===== src/rtl/elite_7seg_spi_rx.sv =====
// SPI mode-0 slave that receives 16-bit {address, data} display frames and
// drives the Elite_7Seg digit-select/display-word/set-strobe interface.
`timescale 1ns/1ps

module elite_7seg_spi_rx #(
    parameter int SYNC_STAGES = 2,
    parameter int ADDR_MAX    = 5
) (
    input  logic       CLOCK_50,
    input  logic       Reset_SPI,
    input  logic       SPI_SCLK,
    input  logic       SPI_MOSI,
    input  logic       SPI_CS_n,
    output logic       SPI_MISO,
    output logic [2:0] Elite_7Seg_Digit_Sel,
    output logic [7:0] Elite_7Seg_Disp_Word,
    output logic       Elite_7Seg_Set_Flag,
    output logic       SPI_Frame_Err,
    output logic [7:0] SPI_Frame_Cnt
);

    typedef enum logic [1:0] {
        WAIT_HIGH,
        IDLE,
        SHIFT,
        COMMIT
    } stateT;

    localparam logic [7:0] ADDR_LIMIT = 8'(ADDR_MAX);

    logic [SYNC_STAGES-1:0] sclkSync_q, mosiSync_q, csSync_q, settle_q;
    logic                   sclkRise_q, sclkFall_q, csRise_q, csFall_q;
    logic                   csS, mosiS, csSettledHigh;

    stateT       state_q, state_d;
    logic [4:0]  bitCnt_q, bitCnt_d;
    logic        overrun_q, overrun_d;
    logic [15:0] rxShift_q, rxShift_d;
    logic [15:0] txShift_q, txShift_d;
    logic        miso_q, miso_d;
    logic [2:0]  digitSel_q, digitSel_d;
    logic [7:0]  dispWord_q, dispWord_d;
    logic        setFlag_q, setFlag_d;
    logic        frameErr_q, frameErr_d;
    logic [7:0]  frameCnt_q, frameCnt_d;

    // Edge pulses are registered so each one lines up with the cycle in
    // which the last synchronizer stage takes its new value.
    always_ff @(posedge CLOCK_50) begin
        if (!Reset_SPI) begin
            sclkSync_q <= '0;
            mosiSync_q <= '0;
            csSync_q   <= '1;
            settle_q   <= '0;
            sclkRise_q <= 1'b0;
            sclkFall_q <= 1'b0;
            csRise_q   <= 1'b0;
            csFall_q   <= 1'b0;
        end else begin
            sclkSync_q <= {sclkSync_q[SYNC_STAGES-2:0], SPI_SCLK};
            mosiSync_q <= {mosiSync_q[SYNC_STAGES-2:0], SPI_MOSI};
            csSync_q   <= {csSync_q[SYNC_STAGES-2:0], SPI_CS_n};
            settle_q   <= {settle_q[SYNC_STAGES-2:0], 1'b1};
            sclkRise_q <= sclkSync_q[SYNC_STAGES-2] & ~sclkSync_q[SYNC_STAGES-1];
            sclkFall_q <= ~sclkSync_q[SYNC_STAGES-2] & sclkSync_q[SYNC_STAGES-1];
            csRise_q   <= csSync_q[SYNC_STAGES-2] & ~csSync_q[SYNC_STAGES-1];
            csFall_q   <= ~csSync_q[SYNC_STAGES-2] & csSync_q[SYNC_STAGES-1];
        end
    end

    assign csS   = csSync_q[SYNC_STAGES-1];
    assign mosiS = mosiSync_q[SYNC_STAGES-1];
    // The CS chain resets high, so only trust it once every stage holds a post-reset sample.
    assign csSettledHigh = (&settle_q) & (&csSync_q);

    always_ff @(posedge CLOCK_50) begin
        if (!Reset_SPI) begin
            state_q    <= WAIT_HIGH;
            bitCnt_q   <= '0;
            overrun_q  <= 1'b0;
            rxShift_q  <= '0;
            txShift_q  <= '0;
            miso_q     <= 1'b0;
            digitSel_q <= '0;
            dispWord_q <= '0;
            setFlag_q  <= 1'b0;
            frameErr_q <= 1'b0;
            frameCnt_q <= '0;
        end else begin
            state_q    <= state_d;
            bitCnt_q   <= bitCnt_d;
            overrun_q  <= overrun_d;
            rxShift_q  <= rxShift_d;
            txShift_q  <= txShift_d;
            miso_q     <= miso_d;
            digitSel_q <= digitSel_d;
            dispWord_q <= dispWord_d;
            setFlag_q  <= setFlag_d;
            frameErr_q <= frameErr_d;
            frameCnt_q <= frameCnt_d;
        end
    end

    always_comb begin
        state_d    = state_q;
        bitCnt_d   = bitCnt_q;
        overrun_d  = overrun_q;
        rxShift_d  = rxShift_q;
        txShift_d  = txShift_q;
        digitSel_d = digitSel_q;
        dispWord_d = dispWord_q;
        setFlag_d  = 1'b0;
        frameErr_d = 1'b0;
        frameCnt_d = frameCnt_q;

        case (state_q)
            WAIT_HIGH: begin
                if (csSettledHigh) begin
                    state_d = IDLE;
                end
            end
            IDLE: begin
                if (csFall_q) begin
                    state_d   = SHIFT;
                    bitCnt_d  = '0;
                    overrun_d = 1'b0;
                    txShift_d = {5'b0, digitSel_q, dispWord_q};
                end
            end
            SHIFT: begin
                // A CS rise pre-empts any SCLK edge arriving in the same cycle.
                if (csRise_q) begin
                    if (bitCnt_q == 5'd16 && !overrun_q) begin
                        state_d = COMMIT;
                    end else begin
                        frameErr_d = 1'b1;
                        state_d    = IDLE;
                    end
                end else begin
                    if (sclkRise_q) begin
                        if (bitCnt_q == 5'd16) begin
                            overrun_d = 1'b1;
                        end else begin
                            rxShift_d = {rxShift_q[14:0], mosiS};
                            bitCnt_d  = bitCnt_q + 5'd1;
                        end
                    end
                    if (sclkFall_q) begin
                        txShift_d = {txShift_q[14:0], 1'b0};
                    end
                end
            end
            COMMIT: begin
                state_d = IDLE;
                if (rxShift_q[15:8] <= ADDR_LIMIT) begin
                    digitSel_d = rxShift_q[10:8];
                    dispWord_d = rxShift_q[7:0];
                    setFlag_d  = 1'b1;
                    frameCnt_d = frameCnt_q + 8'd1;
                end else begin
                    frameErr_d = 1'b1;
                end
            end
            default: begin
                state_d = WAIT_HIGH;
            end
        endcase

        miso_d = csS ? 1'b0 : txShift_d[15];
    end

    assign SPI_MISO             = miso_q;
    assign Elite_7Seg_Digit_Sel = digitSel_q;
    assign Elite_7Seg_Disp_Word = dispWord_q;
    assign Elite_7Seg_Set_Flag  = setFlag_q;
    assign SPI_Frame_Err        = frameErr_q;
    assign SPI_Frame_Cnt        = frameCnt_q;

endmodule

===== config.mk =====
export PLATFORM = sky130hd
export DESIGN_NAME = elite_7seg_spi_rx
export DESIGN_NICKNAME = d
export VERILOG_FILES = /design/src/rtl/elite_7seg_spi_rx.sv
export SDC_FILE = /design/constraint.sdc
export NUM_CORES = 1
export LEC_CHECK = 0
export CAP_MARGIN = 10
export CORE_ASPECT_RATIO = 1.25
export CORE_MARGIN = 2
export CORE_UTILIZATION = 40
export CTS_CLUSTER_SIZE = 12
export DETAILED_ROUTE_END_ITERATION = 6
export GPL_TIMING_DRIVEN = 0
export HOLD_SLACK_MARGIN = 0.08
export SLEW_MARGIN = 20
export SYNTH_ARGS = -nofsm -noshare
export SYNTH_HDL_FRONTEND = slang
export SYNTH_SLANG_ARGS = --single-unit

===== constraint.sdc =====
create_clock -name CLOCK_50 -period 2.6 [get_ports CLOCK_50]
set_clock_uncertainty 0.2 [all_clocks]
set_input_delay 0.39 -clock CLOCK_50 [delete_from_list [all_inputs] [get_ports CLOCK_50]]
set_output_delay 0.39 -clock CLOCK_50 [all_outputs]
set_load 0.005 [all_outputs]

# After elaboration in Yosys (flattened, before gate mapping)
# Cells that the tools add are included.
dict set report word_totals {
  register_bits 74
  input_bits 5
  out_inout_bits 22
  elab_cells 87
}
dict set report op_classes {
  n_addsub 2
  n_lt_le_gt_ge 1
  eq_ne 12
  n_mux 25
  bitwise_logic 12
  reduce_logical 14
}
# operator n
set ops {}
lappend ops {{16-bit 2-to-1 mux} 3}
lappend ops {{16-bit one-hot mux with 2 select lines} 1}
lappend ops {{5-bit 2-to-1 mux} 4}
lappend ops {{2-bit inequality test, second input constant} 8}
lappend ops {{5-bit one-hot mux with 2 select lines} 1}
lappend ops {{5-bit AND reduction} 2}
lappend ops {{1-bit 2-to-1 mux} 9}
lappend ops {{8-bit by 1-bit adder with 8-bit output, second input constant} 1}
lappend ops {{8-bit by 3-bit less-or-equal comparator with 1-bit output, second input constant} 1}
lappend ops {{2-bit 2-to-1 mux} 4}
lappend ops {{2-bit one-hot mux with 4 select lines} 1}
lappend ops {{2-bit AND reduction} 4}
lappend ops {{4-bit AND reduction} 2}
lappend ops {{1-bit NOT} 7}
lappend ops {{5-bit by 1-bit adder with 5-bit output, second input constant} 1}
lappend ops {{1-bit bitwise AND} 5}
lappend ops {{5-bit == test, second input constant} 1}
lappend ops {{2-bit == test, second input constant} 2}
lappend ops {{1-bit one-hot mux with 2 select lines} 2}
lappend ops {{3-bit AND reduction} 1}
lappend ops {{2-bit by 1-bit == test with 1-bit output, second input constant} 1}
lappend ops {{2-bit zero test} 1}
lappend ops {{2-bit nonzero test} 1}
lappend ops {{2-bit OR reduction} 1}
lappend ops {{2 further kinds} 2}

# Longest topological paths before layout
dict set report depth {
  depth_word 5
  mapped_depth 8
  ltp_nobuf 6
}

# Worst setup path before layout
# Ideal clock, no wire load.
dict set report synth_path {
  path_type {register to register}
  from {register state_q[0]}
  to {register txShift_q[10]}
  setup_time_ns 0.074
  t_arrival_ns 1.690
  required_ns 2.326
  slack_ns 0.636
  path_stages_with_launch 8
  path_buffers 1
  period_less_slack_ns 1.964
  cell_sequence {dfxtp_1 inv_1 ha_1 buf_2 mux2i_1 o21ba_2 nor2_2 o2bb2ai_1}
}
dict set report synth_via {
  elab_chain_cells 3
  word_cells_on_any_way 8
  cone_classes {eq/ne (5); mux (1); reduce/logical (2)}
}
# item line_no
set synth_lines {}
lappend synth_lines {{from (decl)} 35} ;# stateT state_q, state_d;
lappend synth_lines {{from (signal assigned)} 90} ;# state_q <= state_d;
lappend synth_lines {{2-bit == test / 2-bit by 1-bit == test with 1-bit output (equally long branches)} 116} ;# case (state_q)
lappend synth_lines {{2-bit inequality test (no source line) / 2-bit nonzero test (equally long branches)} --}
lappend synth_lines {{4-bit AND reduction (no source line)} --}
lappend synth_lines {{to (signal assigned)} 94} ;# txShift_q <= txShift_d;
lappend synth_lines {{to (decl)} 39} ;# logic [15:0] txShift_q, txShift_d;
# Several ways; a longest one is shown, not always the timed one.
# A chain may end at the register's enable or synchronous reset.

# Final worst setup path
dict set report layout_path {
  from {register state_q[0]}
  to {register txShift_q[9]}
}
# Same word-level chain as after synthesis.

==> run_results.csv <==
group,metric,value,unit
yosys,ys_types,44,
sta,finalHoldViolCount,0,
sta,layout_min_cycle_time,2.40,ns
sta,grt_setup_unrepaired,"no",
sta,holdWs,0.206,ns
pwr,internal-power,1.74,mW
sta,relSlewSlack,0.634,
critical_path,r2r_slack,0.20,ns
cts,cts-root-buf,"clkbuf_8",
floorplan,die_h,100,um
global_route,grt_max_degree,13,
yosys,synth.top_cell.area_share,0.501,
critical_path,cp_cell_sequence,"inv_1, ha_1, buf_2, mux2i_1, o21ba_2, nor2_2, o2bb2ai_1",
floorplan,initial_utilization,0.407,
yosys,avgSynthCellArea,9.61,sq um
cts,cts_hold_buffers,0,
floorplan,rows,35,
yosys,netlist_top_cells_area,"dfxtp_1, mux2i_1, nand2_1",
yosys,ys_seq_elements,74,
critical_path,rr_startpoint,"state_q[0]",
floorplan,dieArea,0.00811,sq mm
cts,cts_buffer_depth,2,
place,numPortBuffers,26,
cts,cts_num_sinks,74,
worst_hold_path,worstHoldPathCells,1,
cts,postCtsResizedCells,0,
yosys,synth_top_area_cell,"dfxtp_1",
critical_path,critPathCaptureType,"flop",
critical_path,r2r_cells,7,
yosys,synthTopCellsByCount,"dfxtp_1, nand2_1, nor2_1, a21oi_1, mux2i_1",
worst_hold_path,hold_start,"sclkSync_q[1]",
pwr,seqPwrFrac,0.515,
floorplan,fp.coreArea,0.00727,sq mm
sta,tightest_slew,0.534,ns
routing,drc,0,
cts,worstSkewPairLatency,0.35,ns
critical_path,cp_max_fo,10,
global_route,overflow,0,
final_layout,final_nets,358,
sta,finalCritPeriodShare,0.923,
cts,cts_made_buffers,9,
pwr,ir_worst_vdd,0.277,mV
worst_hold_path,min_to,"sclkRise_q",
yosys,synthArstFlopShare,0,
cts,clkSlewWorstSetupHoldPaths,0.07,ns
yosys,ys_seq_area_frac,0.501,
global_route,first_global_vias,2147,
yosys,syn-num-nets,321,
critical_path,startpoint_type,"flop",
yosys,yosysWarningCount,0,
cts,cts_tree,"done",
sta,slew_viol_final,0,
sta,setup_tns,0,ns
global_route,grt_first_pass_wirelength,10400,um
yosys,yosysMostFrequentCell,"dfxtp_1",
yosys,syn_inst,308,
pwr,p_sw_frac,0.222,
pwr,p_per_area,630,mW/mm^2
place,pre_cts_ws,-0.0218,ns
global_route,antenna_found_initial,0,
final_layout,layout-drive-gt1-share,0.0802,
pwr,p_leak,1.22,nW
final_layout,post-route-cell-area,0.00355,sq mm
status,outcome,"finished, final reports clean",
floorplan,die_w,80.9,um
critical_path,max_stage_delay,0.43,ns
global_route,grt_usage,0.168,
sta,setup_ws,0.199,ns
pwr,p_comb_frac,0.049,
place,dpl.hpwl,4460,um
sta,finalSetupViolations,0,
yosys,synth-edff-count,0,
place,place.gp.congestion,0.798,
run,drv_cap,0,
routing,ant_nets,0,
critical_path,arrival,2.48,ns
critical_path,critical_path_class,"flop to flop",
routing,vias,2256,
routing,drt_first_pass_iters,4,
pwr,p_sw,0.498,mW
routing,drtIter0Drc,169,
worst_hold_path,hold_path_class,"flop to flop",
floorplan,pin_count,27,
yosys,syn_area,0.00296,sq mm
critical_path,cp_slowest_cell,"mux2i_1",
critical_path,required,2.67,ns
final_layout,syn2layout_area_growth,20.0,%
pwr,power.share.clock,0.436,
routing,drt_wl_total,6300,um
pwr,p_total,2.24,mW
place,dpl_cell_area,0.00333,sq mm
yosys,ys.flop_type,"dfxtp_1",
routing,vias_per_cell,5.12,
cts,htree_levels,3,
critical_path,r2r-end,"txShift_q[9]",
cts,postCtsSetupBuffers,0,
routing,wl_per_cell,14.3,um
sta,max_freq,0.416,GHz
final_layout,antenna_cells,0,
-- sequential cells by signal, summed over array words and instances (netlist names), 2 cells and up --
name	cells
mosiSync_q	2
Elite_7Seg_Disp_Word	8
state_q	2
SPI_Frame_Cnt	8
csSync_q	2
txShift_q	16
rxShift_q	16
Elite_7Seg_Digit_Sel	3
settle_q	2
bitCnt_q	5
sclkSync_q	2
-- routing by layer --
metal	global-route usage	vias up	routed length, um
met1	0.208	1065	2930
met2	0.266	22	3110
met3	0.0522	6	157
li1	-	1163	-
met5	0	-	0
met4	0.0769	0	104
-- how the worst max path moves through the flow --
stage                from             endpoint  slack (ns)
2_1_floorplan  state_q[0]        txShift_q[10]        0.64
3_3_place_gp    Reset_SPI  Elite_7Seg_Set_Flag       -0.02
3_5_place_dp    Reset_SPI  Elite_7Seg_Set_Flag       -0.02
4_1_cts        state_q[0]         txShift_q[1]        0.17
5_1_grt        state_q[0]         txShift_q[1]        0.04
6_report       state_q[0]         txShift_q[9]        0.20
-- placed cells by master (no fill, tap or decap), drive strengths merged, types with 2 or more instances in the layout --
cell / instances
a211oi: 3
a21oi: 21
a22oi: 10
and2: 11
and3: 4
buf: 7
bufinv: 2
clkbuf: 19
clkdlybuf4s50: 26
clkinv: 3
dfxtp: 74
ha: 8
inv: 7
mux2i: 17
nand2: 37
nand2b: 6
nand3: 4
nand4: 10
nor2: 27
nor2b: 6
nor3: 3
o2111ai: 2
o211ai: 6
o21ai: 4
o22ai: 3
o2bb2ai: 10
or3: 2
xor2: 5
-- worst max-delay path: cells and delay by family (launching register included) --
kind            cells  cell delay, ns
simple gates        1            0.37
fa+ha+maj           1            0.21
flops               1            0.40
compound gates      2            0.44
mux                 1            0.43
buf+inv             2            0.26
-- power groups by stage --
stage / combinational (mW) / sequential, mW / clock (mW)
after CTS: 0.111 / 1.15 / 1.00
final: 0.110 / 1.15 / 0.975
after global routing: 0.122 / 1.15 / 1.05
after detailed placement: 0.110 / 1.18 / 0
after floorplan: 0.0775 / 1.18 / 0
after global placement: 0.109 / 1.18 / 0
-- through the flow --
stage	cells	utilization
after floorplan	308	-
after global placement	426	0.459
after detailed placement	426	0.459
after CTS	441	0.488
after global routing	441	0.488
final	441	0.488
-- cells by family (layout without fill, tap and decap cells) --
group,count (synthesis),count (layout),share of synthesized area
adder cells (fa/ha/maj),8,8,0.0338
XOR/XNOR,6,6,0.0178
multiplexers,18,18,0.0613
flip-flops,74,74,0.501
AO/OA/AOI/OAI,62,62,0.148
buffers and inverters,23,64,0.0355
AND/OR/NAND/NOR,117,117,0.203
-- area by class of cell --
| type | instances | area, sq um |
|---|---|---|
| fill | 715 | 3720 |
| inverter | 7 | 26.3 |
| tap | 92 | 115 |
| timing repair buffer | 26 | 260 |
| sequential | 74 | 1480 |
| clock inverter | 5 | 78.8 |
| buffer | 16 | 78.8 |
| multi-input combinational | 211 | 1370 |
| clock buffer | 10 | 138 |
Power figures use the tool's default switching activity.
